[src/rtl/alu_apb_regif.sv]
// APB register front-end for the ALU core: operand/opcode registers, a one-shot
// issue FSM with valid/ready handshake and timeout, and result/flag read-back.
module alu_apb_regif #(
    parameter int unsigned DATA_W  = 32,
    parameter int unsigned ADDR_W  = 32,
    parameter int unsigned TIMEOUT = 255
) (
    input  logic              clk,
    input  logic              reset,
    input  logic              psel,
    input  logic              penable,
    input  logic              pwrite,
    input  logic [ADDR_W-1:0] paddr,
    input  logic [31:0]       pwdata,
    output logic [31:0]       prdata,
    output logic              pready,
    output logic              pslverr,
    output logic              alu_valid,
    input  logic              alu_ready,
    output logic [3:0]        alu_op,
    output logic [DATA_W-1:0] alu_a,
    output logic [DATA_W-1:0] alu_b,
    input  logic              alu_res_valid,
    input  logic [DATA_W-1:0] alu_res,
    input  logic [3:0]        alu_flags,
    output logic              irq
);

    localparam int unsigned CNT_W = $clog2(TIMEOUT + 1);

    typedef enum logic [1:0] {S_IDLE, S_ISSUE, S_WAIT} state_t;

    state_t            state, state_nx;
    logic [CNT_W-1:0]  cnt, cnt_nx;

    logic              irq_en;
    logic [3:0]        opcode;
    logic [DATA_W-1:0] opa, opb, res;
    logic [3:0]        flags;
    logic              stat_done, stat_err;

    logic [2:0]        idx;
    logic              mapped, setup, access, busy;
    logic              req_err, wr_sel, start_acc;
    logic              set_done, set_err, latch_res;
    logic [31:0]       rd_data;
    logic              unused_ok;

    assign idx       = paddr[4:2];
    assign mapped    = (paddr[ADDR_W-1:5] == '0) && (idx <= 3'd4);
    assign setup     = psel & ~penable;
    assign access    = psel & penable;
    assign busy      = (state != S_IDLE);
    assign unused_ok = ^{paddr[1:0], pwdata};

    // CTRL writes while busy are rejected only if they would start or change the opcode,
    // so irq_en stays writable during an operation.
    always_comb begin
        req_err = 1'b0;
        if (!mapped) begin
            req_err = 1'b1;
        end else if (pwrite) begin
            case (idx)
                3'd0:    req_err = busy && (pwdata[0] || (pwdata[7:4] != opcode));
                3'd1,
                3'd2:    req_err = busy;
                3'd3:    req_err = 1'b1;
                default: req_err = 1'b0;
            endcase
        end
    end

    always_comb begin
        rd_data = '0;
        case (idx)
            3'd0:    rd_data = {24'h0, opcode, 2'b00, irq_en, 1'b0};
            3'd1:    rd_data = 32'(opa);
            3'd2:    rd_data = 32'(opb);
            3'd3:    rd_data = 32'(res);
            3'd4:    rd_data = {24'h0, flags, 1'b0, busy, stat_err, stat_done};
            default: rd_data = '0;
        endcase
    end

    // Response is captured in SETUP and presented for exactly the following ACCESS cycle.
    always_ff @(posedge clk or posedge reset) begin
        if (reset) begin
            prdata  <= '0;
            pslverr <= 1'b0;
        end else if (setup) begin
            prdata  <= (!pwrite && mapped) ? rd_data : '0;
            pslverr <= req_err;
        end else begin
            prdata  <= '0;
            pslverr <= 1'b0;
        end
    end

    assign wr_sel    = access && pwrite && !pslverr && mapped;
    assign start_acc = wr_sel && (idx == 3'd0) && pwdata[0] && (state == S_IDLE);

    always_ff @(posedge clk or posedge reset) begin
        if (reset) begin
            irq_en    <= 1'b0;
            opcode    <= '0;
            opa       <= '0;
            opb       <= '0;
            res       <= '0;
            flags     <= '0;
            stat_done <= 1'b0;
            stat_err  <= 1'b0;
        end else begin
            if (wr_sel) begin
                case (idx)
                    3'd0: begin
                        irq_en <= pwdata[1];
                        opcode <= pwdata[7:4];
                    end
                    3'd1:    opa <= pwdata[DATA_W-1:0];
                    3'd2:    opb <= pwdata[DATA_W-1:0];
                    default: ;
                endcase
            end
            if (latch_res) begin
                res   <= alu_res;
                flags <= alu_flags;
            end
            // Hardware set takes priority over a coincident W1C clear.
            if (set_done)
                stat_done <= 1'b1;
            else if (wr_sel && (idx == 3'd4) && pwdata[0])
                stat_done <= 1'b0;
            if (set_err)
                stat_err <= 1'b1;
            else if (wr_sel && (idx == 3'd4) && pwdata[1])
                stat_err <= 1'b0;
        end
    end

    always_ff @(posedge clk or posedge reset) begin
        if (reset) begin
            state <= S_IDLE;
            cnt   <= '0;
        end else begin
            state <= state_nx;
            cnt   <= cnt_nx;
        end
    end

    always_comb begin
        state_nx  = state;
        cnt_nx    = cnt;
        set_done  = 1'b0;
        set_err   = 1'b0;
        latch_res = 1'b0;
        case (state)
            S_IDLE: begin
                if (start_acc) begin
                    state_nx = S_ISSUE;
                    cnt_nx   = '0;
                end
            end
            S_ISSUE: begin
                cnt_nx = cnt + 1'b1;
                if (cnt_nx == CNT_W'(TIMEOUT)) begin
                    state_nx = S_IDLE;
                    set_err  = 1'b1;
                end else if (alu_ready) begin
                    state_nx = S_WAIT;
                end
            end
            S_WAIT: begin
                cnt_nx = cnt + 1'b1;
                if (alu_res_valid) begin
                    state_nx  = S_IDLE;
                    latch_res = 1'b1;
                    set_done  = 1'b1;
                end else if (cnt_nx == CNT_W'(TIMEOUT)) begin
                    state_nx = S_IDLE;
                    set_err  = 1'b1;
                end
            end
            default: state_nx = S_IDLE;
        endcase
    end

    assign pready    = 1'b1;
    assign alu_valid = (state == S_ISSUE);
    assign alu_op    = opcode;
    assign alu_a     = opa;
    assign alu_b     = opb;
    assign irq       = stat_done & irq_en;

endmodule

[config.mk]
export PLATFORM = sky130hd
export DESIGN_NAME = alu_apb_regif
export DESIGN_NICKNAME = d
export VERILOG_FILES = /design/src/rtl/alu_apb_regif.sv
export SDC_FILE = /design/constraint.sdc
export NUM_CORES = 1
export LEC_CHECK = 0
export ABC_AREA = 1
export CELL_PAD_IN_SITES_DETAIL_PLACEMENT = 0
export CELL_PAD_IN_SITES_GLOBAL_PLACEMENT = 1
export CORE_ASPECT_RATIO = 0.7
export CORE_MARGIN = 4
export CORE_UTILIZATION = 35
export CTS_BUF_LIST = sky130_fd_sc_hd__clkbuf_4
export CTS_CLUSTER_SIZE = 12
export DETAILED_ROUTE_END_ITERATION = 8
export GPL_ROUTABILITY_DRIVEN = 0
export PLACE_DENSITY = 0.82
export SYNTH_ARGS = -nofsm -noshare
export SYNTH_HDL_FRONTEND = slang
export SYNTH_SLANG_ARGS = --single-unit
[constraint.sdc]
create_clock -name clk -period 6.2 [get_ports clk]
set_input_delay 0.93 -clock clk [delete_from_list [all_inputs] [get_ports clk]]
set_output_delay 0.93 -clock clk [all_outputs]
set_load 0.01 [all_outputs]
==> results.env, run 1 <==
POSTCTSHOLDBUFS=0
FP.DIEAREA_SQ_UM=21200
SETUP.WORST_PATH.END_CLASS='flop'
COREAREA_SQ_UM=18300
LAYOUT_OVERHEAD_ON_THE_SYNTHESIZED_AREA_PCT=39.0
CRITPATHMAXFANOUT=32
SETUP-TNS-FINAL_NS=0
DRT-VIAS-PER-INSTANCE=4.93
CTS-ROOT-TO-SINK-BUFFERS=2
DRC_ERRORS=0
EDFF_COUNT_SYNTH=0
N_ANTENNA_CELL=0
NETS=1055
YOSYSMOSTFREQUENTCELL='sky130_fd_sc_hd__nand2_1'
FINALSETUPVIOLATIONS=0
DIE_X_MICRONS=172
TRITONCTS='built'
TIMING.FMAX_MHz=309
FINAL_LAYOUT_SIZE_SUFFIX_GT1_SHARE_PCT=8.05
YS.FLOP_TYPE='sky130_fd_sc_hd__dfrtp_1'
TIMING_MAX_TRANSITION_VIOLATIONS_FINAL=0
SYNTH_COMMON_CELLS='282 x sky130_fd_sc_hd__nand2_1, 150 x sky130_fd_sc_hd__dfrtp_1, 68 x sky130_fd_sc_hd__o21ai_0, 40 x sky130_fd_sc_hd__inv_1, 39 x sky130_fd_sc_hd__nor2_1'
CTSRESIZECOUNT=0
MAPPEDNETLISTAREA_SQ_UM=6610
MAXCAPVIOLCOUNT=0
GR-USAGE-MET1_PCT=29.8
CRITICAL_PATH.STARTPOINT='paddr[4]'
YS_SEQ_AREA_SHARE_PCT=56.8
HOLD_WS_NS=0.518
DRT.ANTENNA.VIOLATING_NETS=0
WIRE_LENGTH_OF_THE_FIRST_GLOBAL_ROUTING_PASS_MICRONS=33100
MULTI_INPUT_COMB_AREA_SQ_UM=2550
SYN_AREA_PER_CELL_SQ_UM=8.85
CRIT_ARRIVAL_NS=3.70
POSTSYNTH.ASYNCRESETSHARE_PCT=100
FINAL_HOLD_VIOL_COUNT=0
WORST_EP_REQUIRED_TIME_NS=6.66
POST_SYNTH_INST_COUNT=747
NETLIST-CELL-TYPE-COUNT=34
CTS-ROOT-BUF='sky130_fd_sc_hd__clkbuf_4'
FIN_WORST_SKEW_NS=0.0146
POST-CTS-SETUP-BUFFERS=0
SYNTH_SEQ_CELLS=150
FIRST_ITER_VIOLATIONS=404
GRT_START_MAX_NET_PINS=109
PLACEMENT_ROW_COUNT=41
GRT_SETUP_UNREPAIRED='no'
CRIT_PATH_START_KIND='input port'
SYNTHDOMINANTCELLAREASHARE_PCT=56.8
START_UTIL_PCT=36.2
CLK_PIN_SLEW_WORST_PATHS_NS=0.13
FLOORPLAN.IO_PINS=211
GRT.BUSIEST_LAYER='met1'
GRT_PASS1_VIAS=5920
RELSLEWSLACK_PCT=29.7
ROUTE.VIAS.TOTAL=5878
GRT_ANTENNA_BEFORE_REPAIR=2
POWER_DENSITY_nW_PER_UM2=192
TIGHTESTPINTRANSITION_NS=1.05
WORSTHOLDPATHTYPE='flop to flop'
CTS_NUM_SINKS=150
LAYOUT.FILLER_CELLS=1734
DIEHEIGHT_MICRONS=123
CLKLATENCYLATEPIN_NS=0.54
CRITICAL_PATH_CLASS='input port to flop'
VDD.IR_DROP.WORST_mV=0.0981
GRT_UTIL_ALL_LAYERS_PCT=20.5
NETLIST_TOP_CELLS_AREA='sky130_fd_sc_hd__dfrtp_1 57%, sky130_fd_sc_hd__nand2_1 16%, sky130_fd_sc_hd__o21ai_0 5.1%, sky130_fd_sc_hd__mux2_2 4.8%, sky130_fd_sc_hd__a31oi_1 2.8%'
ROUTE.DETAILED.WL_PER_INST_MICRONS=17.6
WORSTHOLDSTART='cnt[7]'
NUMBER_OF_I_O_PORT_BUFFERS=207
YOSYS_WARNINGS=0
R2R-START='pslverr'
GRT_USE_MET3_PCT=7.86
DETAIL_ROUTE.WIRELENGTH_MICRONS=20900
GLOBALROUTEMET2UTIL_PCT=29.0
SEQUENTIAL_CELL_AREA_SQ_UM=3750
RUN_STATUS='complete, no violations'
FINALCRITPERIODSHARE_PCT=52.2
GRT.OVERFLOW.TOTAL=0
DRTPASS1ITERATIONS=5
YOSYSTOPAREACELL='sky130_fd_sc_hd__dfrtp_1'
SYN-NUM-NETS=859
PLACE.DETAILED.HPWL_MICRONS=14000
FIN_CRIT_NS=3.24
LEAKAGE_uW=0.00429
HTREEDEPTH=4
CTS_INSERTED_BUFFERS=17
-- kinds of logic (layout without fill, tap and decap cells) --
logic type,count (synthesis),count (layout),synth area share [%]
compound gates,128,128,10.7
xor+xnor,1,1,0.132
fa+ha+maj,5,5,0.946
buf+inv,79,288,4.96
flops,150,150,56.8
mux,28,28,4.77
other cells,1,1,0.0567
simple gates,355,355,21.6
-- layer usage --
| metal | wire (microns) | vias up |
|---|---|---|
| li1 | - | 2843 |
| met1 | 10000 | 2819 |
| met2 | 8840 | 191 |
| met3 | 1860 | 21 |
| met4 | 210 | 4 |
| met5 | 27 | - |
-- worst paths after layout --
| path | end | slack, ns | cells after the start |
|---|---|---|---|
| setup / recovery | prdata[0] | 2.96 | 7 |
| hold / removal | cnt[7] | 0.52 | 2 |
| setup reg to reg | alu_a[6] | 3.98 | 6 |
| hold reg to reg | cnt[7] | 0.52 | 2 |
| max in group asynchronous | flags[3] | 4.03 | 3 |
| min in group asynchronous | cnt[3] | 0.96 | 2 |
-- critical path, cell delays in order --
cell,delay [ns]
sky130_fd_sc_hd__clkdlybuf4s50_1,0.57
sky130_fd_sc_hd__inv_2,0.16
sky130_fd_sc_hd__nand3_2,0.60
sky130_fd_sc_hd__inv_1,0.72
sky130_fd_sc_hd__buf_4,0.39
sky130_fd_sc_hd__nand2_1,0.08
sky130_fd_sc_hd__a41oi_1,0.22
-- state kept, by name (all words and copies together) (netlist names) --
name / cells
alu_b: 32
pslverr: 1
prdata: 32
flags: 4
irq_en: 1
stat_err: 1
stat_done: 1
state: 2
alu_a: 32
res: 32
alu_op: 4
cnt: 8
-- where the power goes --
part | internal, uW | switching [uW] | leakage [uW]
clock network | 282 | 377 | 0.000158
logic | 65.2 | 61.8 | 0.00211
registers | 979 | 0.152 | 0.00202
total | 1330 | 439 | 0.00429
-- area by class of cell --
class | count | area share [%]
Sequential cell | 150 | 40.8
Timing Repair Buffer | 214 | 23.1
Tap cell | 236 | 3.21
Clock inverter | 15 | 1.95
Inverter | 42 | 1.77
Clock buffer | 17 | 1.39
Multi-Input combinational cell | 518 | 27.7
-- per-stage QoR --
step           power, uW  cells  setup WS, ns  cell area (sq um)  util (%)
6_report            1760   1192          2.96               9190      50.3
5_1_grt             1840   1192          2.71               9190      50.3
4_1_cts             1790   1192          2.94               9190      50.3
3_5_place_dp        1130   1160          2.33               8880      48.7
3_3_place_gp        1130   1160          2.31               8880      48.7
2_1_floorplan       1030    747          1.23               6610         -
-- cells in the final DEF, fill, tap and decap left out --
cell,synthesis,final
sky130_fd_sc_hd__nand2_1,282,281
sky130_fd_sc_hd__clkdlybuf4s50_1,0,207
sky130_fd_sc_hd__dfrtp_1,150,150
sky130_fd_sc_hd__o21ai_0,68,68
sky130_fd_sc_hd__nor2_1,39,39
sky130_fd_sc_hd__inv_1,40,39
sky130_fd_sc_hd__a31oi_1,30,30
sky130_fd_sc_hd__mux2_2,28,28
sky130_fd_sc_hd__clkbuf_4,0,17
sky130_fd_sc_hd__a21oi_1,14,14
sky130_fd_sc_hd__nand3_1,14,13
sky130_fd_sc_hd__nand4_1,9,9
sky130_fd_sc_hd__o22ai_1,7,7
sky130_fd_sc_hd__buf_4,3,7
sky130_fd_sc_hd__ha_1,5,5
sky130_fd_sc_hd__o21a_1,4,4
sky130_fd_sc_hd__inv_6,0,4
sky130_fd_sc_hd__clkinv_4,0,4
sky130_fd_sc_hd__clkinv_1,1,3
sky130_fd_sc_hd__bufinv_16,0,3
sky130_fd_sc_hd__nor2_2,3,2
sky130_fd_sc_hd__nand2_2,1,2
sky130_fd_sc_hd__nor3_4,1,2
sky130_fd_sc_hd__a41oi_1,2,2
sky130_fd_sc_hd__clkinvlp_4,0,2
sky130_fd_sc_hd__inv_2,1,1
sky130_fd_sc_hd__o21ai_1,1,1
sky130_fd_sc_hd__nand3b_1,1,1
sky130_fd_sc_hd__or2_2,1,1
sky130_fd_sc_hd__o21bai_1,1,1
sky130_fd_sc_hd__nor2_8,1,1
sky130_fd_sc_hd__nand3_2,0,1
sky130_fd_sc_hd__a221oi_1,1,1
sky130_fd_sc_hd__xnor2_1,1,1
sky130_fd_sc_hd__nor2_4,0,1
sky130_fd_sc_hd__nor3b_1,1,1
sky130_fd_sc_hd__nor3_1,1,1
sky130_fd_sc_hd__conb_1,1,1
sky130_fd_sc_hd__clkinv_2,0,1
No activity file was read; power rests on OpenSTA's default activity.
==> run 2: changes to the inputs <==
==> constraint.sdc (replaced) <==
create_clock -name clk -period 3.25 [get_ports clk]
set_input_delay 0.4875 -clock clk [delete_from_list [all_inputs] [get_ports clk]]
set_output_delay 0.4875 -clock clk [all_outputs]
set_load 0.01 [all_outputs]
==> run 2 against run 1 <==
Compared with the run above: critical path type is now flop to output port; combinational power grew 100%; non-clock buffer count grew 12; via count is essentially flat; routed wire length grew 1.4%; total power grew 86%; largest power group unchanged; hold slack lost 0.17 ns; design area grew 1.3%; critical endpoint is now alu_valid; count of clock-buffer cells in the layout is the same.
==> results.env, run 2 (synthesis results as in run 1) <==
FIN_CRIT_NS=2.26
CRIT_PATH_START_KIND='flop'
CTS_NUM_SINKS=150
ROUTE.VIAS.TOTAL=5873
MAX_STAGE_DELAY_NS=0.55
CRIT_ARRIVAL_NS=1.77
DPL-INSTANCE-AREA_SQ_UM=9030
DRT.ANTENNA.VIOLATING_NETS=0
GRT_ANTENNA_BEFORE_REPAIR=0
LAYOUT_OVERHEAD_ON_THE_SYNTHESIZED_AREA_PCT=40.8
COMMONEST_NON_FILL_NON_TAP_CELL_IN_THE_LAYOUT='sky130_fd_sc_hd__nand2_1'
CLK_PIN_SLEW_WORST_PATHS_NS=0.14
GLOBALROUTEMET2UTIL_PCT=27.8
DRTPASS1ITERATIONS=5
LAYOUT.FILLER_CELLS=1771
GRT.OVERFLOW.TOTAL=0
RUN_STATUS='complete, no violations'
CRITICAL_PATH_BUFFERS_AND_INVERTERS=2
STDCELL_COUNT=1205
FLOORPLAN.IO_PINS=211
GRT.BUSIEST_LAYER='met1'
DRT-VIAS-PER-INSTANCE=4.87
NUMBER_OF_I_O_PORT_BUFFERS=207
TIMING.FMAX_MHz=442
CLKLATENCYLATEPIN_NS=0.55
DIEHEIGHT_MICRONS=123
CTSRESIZECOUNT=0
TRITONCTS='built'
NETS=1067
POWER_DENSITY_nW_PER_UM2=353
PLACEMENT_ROW_COUNT=41
HTREEDEPTH=4
START_UTIL_PCT=36.2
FP.DIEAREA_SQ_UM=21200
FINAL_LAYOUT_SIZE_SUFFIX_GT1_SHARE_PCT=9.30
CTS-ROOT-TO-SINK-BUFFERS=2
WORST_EP_REQUIRED_TIME_NS=2.76
LEAKAGE_uW=0.00435
PLACE.DETAILED.HPWL_MICRONS=14900
CRITPATHMAXFANOUT=3
WORST_PATH_CELL_CHAIN='inv_1 > ha_1 > clkdlybuf4s50_1'
MULTI_INPUT_COMB_AREA_SQ_UM=2540
WORST_PATH_MAX_DELAY_CELL='sky130_fd_sc_hd__clkdlybuf4s50_1'
FINALSETUPVIOLATIONS=0
GRT_PASS1_VIAS=5798
GRT_UTIL_ALL_LAYERS_PCT=20.4
SETUP.WORST_PATH.END_CLASS='output port'
TIGHTESTPINTRANSITION_NS=0.951
FINALCRITPERIODSHARE_PCT=69.6
CRITICAL_PATH_CLASS='flop to output port'
PATH_DELAY_FAMILY='buffers and inverters'
POST-CTS-SETUP-BUFFERS=0
WORSTHOLDPATHTYPE='input port to async pin'
TIMING_MAX_TRANSITION_VIOLATIONS_FINAL=0
CTS_INSERTED_BUFFERS=17
VDD.IR_DROP.WORST_mV=0.148
MAXCAPVIOLCOUNT=0
DIE_X_MICRONS=172
FIN_WORST_SKEW_NS=0.0248
RELSLEWSLACK_PCT=36.4
SETUP-TNS-FINAL_NS=0
POWER.TOTAL_uW=3280
DETAIL_ROUTE.WIRELENGTH_MICRONS=21200
FINAL_CELL_MIX='281 x sky130_fd_sc_hd__nand2_1, 207 x sky130_fd_sc_hd__clkdlybuf4s50_1, 150 x sky130_fd_sc_hd__dfrtp_1, 68 x sky130_fd_sc_hd__o21ai_0'
COREAREA_SQ_UM=18300
WIRE_LENGTH_OF_THE_FIRST_GLOBAL_ROUTING_PASS_MICRONS=32900
GR-USAGE-MET1_PCT=31.2
ROUTE.DETAILED.WL_PER_INST_MICRONS=17.6
FIRST_ITER_VIOLATIONS=405
GRT_USE_MET3_PCT=7.38
CTS-ROOT-BUF='sky130_fd_sc_hd__clkbuf_4'
GRT_START_MAX_NET_PINS=59
PLACE_INST=1172
RRSETUPSLACK_NS=1.28
DRC_ERRORS=0
GRT_SETUP_UNREPAIRED='no'
POSTCTSHOLDBUFS=0
SEQUENTIAL_CELL_AREA_SQ_UM=3750
FINAL_HOLD_VIOL_COUNT=0
FINAL_AREA_SQ_UM=9310
==> run 2: cell count changes in the layout (fill, tap and decap cells not counted), sizes merged <==
cell,before,now
inv,44,45
clkinv,8,7
diode,0,1
bufinv,3,1
buf,7,19
clkinvlp,2,4
==> run 2: metal layers <==
metal	up-vias	part of all wire, %
li1	2854	-
met4	0	0.57
met3	9	8.5
met1	2842	50
met5	-	0
met2	168	41
==> run 2: power breakdown <==
| part | switching [uW] | internal (uW) |
|---|---|---|
| clock | 760 | 398 |
| sequential | 0.388 | 1870 |
| combinational | 122 | 136 |
==> run 2: worst paths after layout <==
path / to / cells after the start / from
setup reg to reg: flags[0] / 6 / state[0]
hold / removal: res[1] / 2 / reset
min in group clk: alu_a[15] / 3 / pwdata[15]
hold reg to reg: cnt[7] / 2 / cnt[7]
max in group asynchronous: alu_a[1] / 3 / reset
setup / recovery: alu_valid / 3 / state[1]
==> run 2: metrics by stage <==
stage	util (%)	setup slack (ns)	hold slack, ns
after floorplan	-	0.874	0.464
after global placement	49.5	0.583	0.482
after detailed placement	49.5	0.562	0.490
after CTS	51.0	0.932	0.329
after global routing	51.0	0.867	0.326
final	51.0	0.988	0.348
==> run 2: final cells by class <==
type	count	area share, %
Clock buffer	17	1.37
Timing Repair Buffer	226	24.5
Tap cell	236	3.17
Inverter	42	1.73
Multi-Input combinational cell	518	27.3
Antenna cell	1	0.0269
Sequential cell	150	40.3
Clock inverter	15	1.57
==> run 2: worst register-to-register path, stage by stage, from the launching register on <==
cell and delay, ns:
sky130_fd_sc_hd__dfrtp_1 0.40, sky130_fd_sc_hd__inv_1 0.08, sky130_fd_sc_hd__ha_1 0.22, sky130_fd_sc_hd__nand2_2 0.70, sky130_fd_sc_hd__buf_4 0.34, sky130_fd_sc_hd__nor2_1 0.06, sky130_fd_sc_hd__a21oi_1 0.13
